$ cat src/rtl/range_ctrl_pkg.sv
// range_ctrl_pkg: shared types and widths for the Collatz range controller.
// Exports state_t, N_BITS, CNT_BITS and disp_bits().
package range_ctrl_pkg;

  typedef enum logic [2:0] {
    IDLE,
    LAUNCH,
    WAIT,
    BROWSE,
    ERR
  } state_t;

  localparam int N_BITS   = 32;
  localparam int CNT_BITS = 16;

  // base + index needs one carry bit over the wider operand; a second
  // spare bit leaves room for a wider switch field without a port change.
  function automatic int disp_bits(input int sw_bits, input int idx_bits);
    int w;
    w = (sw_bits > idx_bits) ? sw_bits : idx_bits;
    return w + 2;
  endfunction

endpackage

$ cat src/rtl/read_lat_timer.sv
// read_lat_timer: latency-matched read strobe for a fixed-latency memory.
// Ports: clk, reset (sync, high), start (load LAT), fire (data valid now).
module read_lat_timer #(
  parameter int LAT = 2
) (
  input  logic clk,
  input  logic reset,
  input  logic start,
  output logic fire
);

  localparam int W = $clog2(LAT + 1);

  logic [W-1:0] cnt;

  always_ff @(posedge clk) begin
    if (reset) begin
      cnt <= '0;
    end else if (start) begin
      cnt <= W'(LAT);
    end else if (cnt != '0) begin
      cnt <= cnt - 1'b1;
    end
  end

  // fire on the edge where the counter reaches 0, so the consumer
  // latches the data exactly LAT edges after the read started
  assign fire = (cnt == W'(1));

endmodule

$ cat src/rtl/range_ctrl.sv
// range_ctrl: launches a Collatz range run, watchdogs it, then browses results.
// Ports: clk/reset, sw_start, go/add/sub/home pulses, range_* engine bus, status and display.
module range_ctrl
  import range_ctrl_pkg::*;
#(
  parameter int RAM_WORDS     = 256,
  parameter int RAM_ADDR_BITS = 8,
  parameter int READ_LAT      = 2,
  parameter int TIMEOUT       = 16_000_000
) (
  input  logic                clk,
  input  logic                reset,
  input  logic [9:0]          sw_start,
  input  logic                go_req,
  input  logic                add_pulse,
  input  logic                sub_pulse,
  input  logic                home_pulse,
  output logic                range_go,
  output logic [N_BITS-1:0]   range_start,
  input  logic                range_done,
  input  logic [CNT_BITS-1:0] range_count,
  output logic                busy,
  output logic                ready,
  output logic                err,
  output logic [11:0]         disp_n,
  output logic [CNT_BITS-1:0] disp_count,
  output logic                count_valid
);

  localparam int DISP_BITS = disp_bits(10, RAM_ADDR_BITS);
  localparam int WD_BITS   = $clog2(TIMEOUT);

  localparam logic [RAM_ADDR_BITS-1:0] IDX_MAX =
    RAM_ADDR_BITS'(RAM_WORDS - 1);
  // leaving WAIT on this value makes the counter land on TIMEOUT-1
  localparam logic [WD_BITS-1:0] WD_LAST = WD_BITS'(TIMEOUT - 2);

  state_t                   state;
  state_t                   next_state;
  logic [9:0]               base;
  logic [RAM_ADDR_BITS-1:0] index;
  logic [RAM_ADDR_BITS-1:0] idx_nxt;
  logic [WD_BITS-1:0]       wd;
  logic                     rd;
  logic                     rd_fire;
  logic [DISP_BITS-1:0]     sum;

  read_lat_timer #(
    .LAT(READ_LAT)
  ) u_lat (
    .clk  (clk),
    .reset(reset),
    .start(rd),
    .fire (rd_fire)
  );

  always_comb begin
    next_state  = state;
    idx_nxt     = index;
    rd          = 1'b0;
    range_go    = 1'b0;
    range_start = '0;
    busy        = 1'b0;
    ready       = 1'b0;
    err         = 1'b0;
    unique case (state)
      IDLE: begin
        if (go_req) next_state = LAUNCH;
      end
      LAUNCH: begin
        range_go    = 1'b1;
        range_start = N_BITS'(sw_start);
        busy        = 1'b1;
        next_state  = WAIT;
      end
      WAIT: begin
        range_start = N_BITS'(base);
        busy        = 1'b1;
        if (range_done) begin
          next_state = BROWSE;
          idx_nxt    = '0;
          rd         = 1'b1;
        end else if (wd == WD_LAST) begin
          next_state = ERR;
        end
      end
      ERR: begin
        err = 1'b1;
        if (go_req) next_state = LAUNCH;
      end
      BROWSE: begin
        ready       = 1'b1;
        range_start = N_BITS'(index);
        if (go_req) begin
          next_state = LAUNCH;
        end else if (home_pulse) begin
          if (index != '0) begin
            idx_nxt = '0;
            rd      = 1'b1;
          end
        end else if (add_pulse && !sub_pulse) begin
          if (index != IDX_MAX) begin
            idx_nxt = index + 1'b1;
            rd      = 1'b1;
          end
        end else if (sub_pulse && !add_pulse) begin
          if (index != '0) begin
            idx_nxt = index - 1'b1;
            rd      = 1'b1;
          end
        end
      end
      default: next_state = IDLE;
    endcase
  end

  always_ff @(posedge clk) begin
    if (reset) begin
      state       <= IDLE;
      base        <= '0;
      index       <= '0;
      wd          <= '0;
      disp_count  <= '0;
      count_valid <= 1'b0;
    end else begin
      state <= next_state;
      index <= idx_nxt;
      if (state == LAUNCH) begin
        base <= sw_start;
        wd   <= '0;
      end else if (state == WAIT) begin
        wd <= wd + 1'b1;
      end
      // a stale timer fire from abandoned results must not set valid
      if (next_state == LAUNCH || rd) begin
        count_valid <= 1'b0;
      end else if (rd_fire && state == BROWSE) begin
        disp_count  <= range_count;
        count_valid <= 1'b1;
      end
    end
  end

  assign sum    = DISP_BITS'(base) + DISP_BITS'(index);
  assign disp_n = 12'(sum);

endmodule

$ cat config.mk
export PLATFORM = sky130hd
export DESIGN_NAME = range_ctrl
export DESIGN_NICKNAME = d
export VERILOG_FILES = /design/src/rtl/range_ctrl_pkg.sv /design/src/rtl/read_lat_timer.sv /design/src/rtl/range_ctrl.sv
export SDC_FILE = /design/constraint.sdc
export NUM_CORES = 1
export LEC_CHECK = 0
export BUFFER_PORTS_ARGS = -buffer_cell sky130_fd_sc_hd__buf_2
export CAP_MARGIN = 20
export CORE_MARGIN = 2
export CORE_UTILIZATION = 25
export DETAILED_ROUTE_END_ITERATION = 7
export PLACE_DENSITY = 0.48
export REMOVE_ABC_BUFFERS = 1
export SYNTH_ARGS = -nofsm -noshare
export SYNTH_HDL_FRONTEND = slang
export SYNTH_SLANG_ARGS = --single-unit
$ cat constraint.sdc
create_clock -name clk -period 3.8 [get_ports clk]
set_input_delay 1.14 -clock clk [delete_from_list [all_inputs] [get_ports clk]]
set_output_delay 1.14 -clock clk [all_outputs]
set_load 0.005 [all_outputs]
==> impl_results.md, run 1 <==
* Clock buffer depth at 2
* Logic gate share of total power at 0.097
* Yosys warns at 0
* Nature of the critical path startpoint: flop
* Die Ht at about 130 um
* Final max-slew violation count at 0
* Dominant synthesized flop cell: dfxtp_1
* Setup crit start: index[0]
* Multi-input logic area at around 2300 um2
* Core Area at around 15000 um2
* Crit-path cells: ha_1, inv_1, fa_1, nor2b_1, o21ai_0, a21boi_1, o21ai_0, a21oi_2, xor2_1, buf_2
* Clk sinks at 64
* Via count at approximately 3200
* Fill count at around 1600
* Initial core utilization at 0.258
* Setup crit end kind: output port
* Crit path buf inv count at 2
* Family with the most delay on the worst path: compound AO/OA/AOI/OAI gates
* Antenna cells at 0
* CTS tree: yes
* Placed Area at 4250 um2
* CP arrival at ~2400 ps
* DR vias/cell at approximately 4.6
* Final min period at 3540 ps
* Nets at roughly 580
* Hold slack at between 400 and 500 ps
* Hold Path Class: flop to flop
* Cells after synthesis at 453
* Clock latency on the worst-skew pair at between 300 and 400 ps
* Worst slew pin tran at just over 1000 ps
* Crit path to: disp_n[8]
* Design area at 4590 um2
* Setup TNS at 0 ps
* Cell taking the most area after synthesis: dfxtp_1
* DR WL/cell at between 10 and 15 um
* CTS H-tree lvls at 3
* NetSw at 0.410 mW
* Overall routing resource usage at 0.113
* Worst hold start: u_lat.cnt[1]
* I/O pin total at a little under 100
* Length of routed wiring on met1 at 4300 um
* Register bit total from synthesis at 64
* Number of global-route vias before repair at slightly above 3000
* Max Cap Violations at 0
* Worst r2r path cells at 6
* # setup viols final at 0
* Flop2flop setup slack at roughly 1600 ps
* Most used cell, CP: o21ai_0
* Post-CTS Setup Bufs at 0
* Top sig layer: met4
* Pre-CTS WS at approximately 490 ps
* Clk pwr share at 0.517
* Final core utilization at 0.313
* TritonRoute pass-1 iters at 4
* Pin count of the biggest net entering global routing at 38
* Register area at roughly 1300 um2
* Area growth syn-to-layout at 21.3%
* Num CTS Buffers at 9
* Fraction of registers with async set or reset after synthesis at 0
* Finished Layout Cells at approximately 710
* Dpl cells at approximately 700
* GPL Wtd Cong at roughly 0.8
* Clock transition at the registers of the reported paths at roughly 50 ps
* DIE WIDTH at 127 um
* FF-to-FF End: index[4]
* Number of flops mapped to enable cells by yosys at 0
* RSZ-0062 raised after global routing: false
* Initial antenna violation count at 0
* Root Driver: clkbuf_16
* Crit-path slowest cell: fa_1
* Layout cells sized above 1 at 0.203
* PD cells at between 300 and 400 nW/um2
* First-pass GRT wire length at ~15000 um
* Maximum VDD drop at 0.196 mV
* Die area at between 15000 and 20000 um2
* Worst R2R Start: state[2]
* Overall Power at roughly 1.8 mW
* Post-DP HPWL at 6810 um
* Clock skew at around 4 ps
* Final WL at 9090 um
* Syn Std Cell Area at roughly 3800 um2
* Cell internal pwr at 1.40 mW
* Crit path required time at 2660 ps
* Mean Syn Cell Area at about 8.4 um2
* DR iter-0 viols at 82
* Seq/Total Area, Yosys at 0.339
* LEAKAGE at ~2.1 nW
* Critical path class: flop to output port
* Slew margin rel. at 0.306
* Final count of hold timing violations at 0
* # rows at 44
* Sw Ratio at 0.227
* Number of cells on the critical path at 10
* Drt drc at 0
* Maximum clock frequency at roughly 280 MHz
* Area contributors post-synth: dfxtp_1 (34%), mux2i_1 (9.5%), nor2_1 (8.9%)
* Port Buffers at 74
* Antenna-violating nets left at 0
* Met3 Wirelength at 321 um
* Register share of total power at 0.385
* Critical Path Fanout Max at 8
* Area share of the largest cell type after synthesis at 0.339
* Slowest stage delay, CP at around 400 ps
* Wire length on met2 at 4370 um
* Netlist cell types at 57
* Period Utilization, post-route at 0.932
* Grt ovf at 0
* Setup ws final at approximately 260 ps
* Status: complete, no violations
-- worst min-delay path, cell delays in order (launching register included) --
cell and delay, ps:
dfxtp_1 310, nand2_1 50, a21oi_1 50
-- power by group through the flow --
| stage | combinational [mW] | sequential, mW | clock [mW] |
|---|---|---|---|
| 2_1_floorplan | 0.100 | 0.711 | 0 |
| 3_3_place_gp | 0.176 | 0.711 | 0 |
| 3_5_place_dp | 0.178 | 0.711 | 0 |
| 4_1_cts | 0.179 | 0.697 | 0.961 |
| 5_1_grt | 0.198 | 0.699 | 0.987 |
| 6_report | 0.176 | 0.697 | 0.935 |
-- worst min-delay path by stage --
stage,slack (ps),end,cells past startpoint
after global routing,490,u_lat.cnt[1],2
after detailed placement,460,u_lat.cnt[1],2
final,460,u_lat.cnt[1],2
after CTS,460,u_lat.cnt[1],2
after floorplan,430,u_lat.cnt[1],2
after global placement,450,u_lat.cnt[1],2
-- cell type report --
type / count / area share
clock buffer: 13 / 0.0611
clock inverter: 2 / 0.0131
inverter: 18 / 0.0147
multi-input combinational: 354 / 0.496
sequential: 64 / 0.279
tap: 184 / 0.0501
timing repair buffer: 77 / 0.0856
-- cell usage after synthesis, types with 2 or more instances --
cell type,number
a21boi_1,2
a21oi_1,23
a22oi_1,4
and2_1,2
and2b_2,2
and3_1,4
and4_1,3
buf_1,3
buf_4,26
clkbuf_1,9
dfxtp_1,64
fa_1,2
ha_1,16
inv_1,16
inv_2,2
mux2i_1,36
nand2_1,20
nand3_1,14
nand3b_1,2
nand4_1,9
nor2_1,90
nor2b_1,10
nor3_1,6
nor3b_1,2
o211ai_1,4
o21ai_0,13
o21ai_1,6
o31ai_1,2
or3_1,2
or4_4,2
xnor2_1,14
xor2_1,18
-- sequential cells by signal (all words and copies together), names as in the netlist --
register / count
wd: 24
disp_count: 16
base: 10
index: 8
state: 3
u_lat.cnt: 2
count_valid: 1
-- layout by cell type, fill, tap and decap left out, types with 2 or more instances in the layout --
| master | netlist | routed |
|---|---|---|
| a21boi_1 | 2 | 2 |
| a21oi_1 | 23 | 22 |
| a21oi_2 | 1 | 2 |
| a22oi_1 | 4 | 4 |
| and2_1 | 2 | 2 |
| and2b_2 | 2 | 2 |
| and3_1 | 4 | 4 |
| and4_1 | 3 | 3 |
| buf_2 | 1 | 74 |
| buf_4 | 26 | 3 |
| bufinv_16 | 0 | 2 |
| clkbuf_16 | 0 | 9 |
| clkbuf_8 | 0 | 4 |
| conb_1 | 1 | 23 |
| dfxtp_1 | 64 | 63 |
| fa_1 | 2 | 2 |
| ha_1 | 16 | 16 |
| inv_1 | 16 | 16 |
| inv_2 | 2 | 2 |
| mux2i_1 | 36 | 36 |
| nand2_1 | 20 | 20 |
| nand3_1 | 14 | 14 |
| nand3b_1 | 2 | 2 |
| nand4_1 | 9 | 9 |
| nor2_1 | 90 | 90 |
| nor2b_1 | 10 | 10 |
| nor3_1 | 6 | 6 |
| nor3b_1 | 2 | 2 |
| o211ai_1 | 4 | 4 |
| o21ai_0 | 13 | 13 |
| o21ai_1 | 6 | 6 |
| o31ai_1 | 2 | 2 |
| or3_1 | 2 | 2 |
| or4_4 | 2 | 2 |
| xnor2_1 | 14 | 14 |
| xor2_1 | 18 | 18 |
-- layer usage --
metal,global-route usage,vias to the layer above
met5,0,-
met4,0.0407,0
met3,0.0255,9
met2,0.183,67
met1,0.147,1521
li1,-,1646
-- repair_timing --
item	in CTS	in global routing
hold buffers	0	0
resized for setup	0	2
setup endpoints to repair	0	2
endpoints found under the hold margin	0	0
-- cells by family (layout without fill, tap and decap cells) --
kind of cell             count (synthesis)  count (layout)  synth area share
AO/OA/AOI/OAI                           64              64             0.106
XOR/XNOR                                32              32            0.0740
adder cells (fa/ha/maj)                 18              18            0.0635
buffers and inverters                   57             110            0.0826
flip-flops                              64              64             0.339
multiplexers                            36              36            0.0952
other                                    1              23          0.000991
AND/OR/NAND/NOR                        181             181             0.239
Power figures use the tool's default switching activity.
==> run 2: changes to the inputs <==
--- a/config.mk
+++ b/config.mk
@@ -8,9 +8,9 @@
 export BUFFER_PORTS_ARGS = -buffer_cell sky130_fd_sc_hd__buf_2
 export CAP_MARGIN = 20
 export CORE_MARGIN = 2
-export CORE_UTILIZATION = 25
+export CORE_UTILIZATION = 35
 export DETAILED_ROUTE_END_ITERATION = 7
-export PLACE_DENSITY = 0.48
+export PLACE_DENSITY = 0.61
 export REMOVE_ABC_BUFFERS = 1
 export SYNTH_ARGS = -nofsm -noshare
 export SYNTH_HDL_FRONTEND = slang
==> impl_results.md, run 2 (same netlist as run 1, synthesis figures left out) <==
* WHS Path Cells at 2
* Most frequent cells in the layout: nor2_1 (90), buf_2 (74), dfxtp_1 (62)
* First-pass GRT wire length at between 10000 and 15000 um
* Die Ht at between 100 and 150 um
* Core Area at around 10000 um2
* Gr busiest metal: met2
* Layout cells sized above 1 at 0.208
* Largest regs: wd (24), disp_count (16), base (10)
* DR vias/cell at ~4.8
* Grt ovf at 0
* Antenna-violating nets left at 0
* # rows at 37
* Crit path required time at between 2000 and 3000 ps
* Status: complete, no violations
* Final WL at 8900 um
* Finished Layout Cells at 669
* Dpl cells at 653
* Max reg flops at 24
* DR WL/cell at approximately 13 um
* Initial core utilization at 0.363
* Critical path class: flop to output port
* Area growth syn-to-layout at 16.9%
* LEAKAGE at ~2 nW
* Critical Path Fanout Max at 8
* CTS H-tree lvls at 3
* Clock transition at the registers of the reported paths at around 70 ps
* Die area at approximately 12000 um2
* Clk sinks at 64
* Largest Register: wd
* Post-CTS sizing at 0
* TritonRoute pass-1 iters at 4
* Final max-slew violation count at 0
* Initial antenna violation count at 0
* Final min period at approximately 3600 ps
* Nets at between 500 and 600
* Period Utilization, post-route at 0.941
* Hold_buf cts at 0
* Num CTS Buffers at 9
* Number of global-route vias before repair at 3078
* GR Layer Usage met2 at 0.254
* I/O pin total at around 100
* Worst slew pin tran at 1050 ps
* Drt drc at 0
* CP arrival at around 2400 ps
* CTS tree: yes
* Final count of hold timing violations at 0
* DIE WIDTH at ~110 um
* Slew margin rel. at 0.295
* Met3 Track Usage GR at 0.0368
* GR Layer Usage met1 at 0.201
* Port Buffers at 74
* RSZ-0062 raised after global routing: false
* DR iter-0 viols at 84
* Pin count of the biggest net entering global routing at 24
* Maximum clock frequency at about 280 MHz
* Post-DP HPWL at ~6600 um
* Overall routing resource usage at 0.156
* Setup TNS at 0 ps
* Clock buffer depth at 2
* # setup viols final at 0
* Fill count at roughly 1100
* Worst r2r path cells at 6
* Maximum VDD drop at 0.203 mV
* Setup crit end kind: output port
* Root Driver: clkbuf_8
* Nature of the critical path startpoint: flop
* Via count at between 3000 and 4000
* Post-CTS Setup Bufs at 0
* PD cells at between 300 and 400 nW/um2
* GPL Wtd Cong at between 0.8 and 0.9
* Antenna cells at 0
* Hold Path Class: flop to flop
* Max Cap Violations at 0
* Clock latency on the worst-skew pair at around 330 ps
* Commonest non-fill, non-tap cell in the layout: nor2_1
* Clock skew at 10.8 ps
-- run 2: cell types whose count changed in the layout (fill, tap and decap cells not counted) --
cell,delta
buf_4,+4
bufinv_16,-1
clkbuf_1,+2
clkbuf_16,-9
clkbuf_8,+7
clkinv_2,+2
dfxtp_1,-1
dfxtp_4,+1
-- run 2: worst paths after layout --
kind | to | slack (ps) | from
max | disp_n[8] | 220 | index[0]
min | u_lat.cnt[1] | 470 | u_lat.cnt[1]
max reg2reg | index[4] | 1660 | state[1]
min reg2reg | u_lat.cnt[1] | 470 | u_lat.cnt[1]
-- run 2: power breakdown --
part           switching [mW]  internal, mW  total, mW  leakage (nW)
Clock                   0.256         0.338      0.594         0.103
Combinational           0.106        0.0770      0.183          1.42
Sequential             0.0122         0.681      0.693         0.518
-- run 2: layout make-up --
type / instances / area (um2) / area share
multi-input cells: 354 / 2280 / 0.515
well taps: 136 / 170 / 0.0385
clock inverters: 3 / 40.0 / 0.00905
inverters: 18 / 67.6 / 0.0153
clock buffers: 13 / 159 / 0.0359
repair buffers: 81 / 423 / 0.0956
flip-flops and latches: 64 / 1290 / 0.291
-- run 2: stage by stage --
stage,power (mW),cell area (um2),setup slack (ps),hold WS (ps),util
final,1.47,4420,224,473,0.425
after global routing,1.54,4420,11.4,508,0.425
after CTS,1.49,4410,46.6,477,0.424
after detailed placement,0.892,4220,434,466,0.405
after global placement,0.890,4220,523,450,0.405
after floorplan,0.811,3620,815,435,-
-- run 2: layer usage --
layer  wire length (um)  share of wire
met4                104          0.012
met1               4200           0.47
met2               4300           0.48
met5                  0              0
met3                294          0.033
-- run 2: critical path, stage by stage, from the launching register on --
cell	delay (ps)
dfxtp_4	390
ha_1	180
inv_1	60
fa_1	400
nor2b_1	130
o21ai_0	110
a21boi_1	190
o21ai_0	140
a21oi_2	210
xor2_1	160
buf_2	130
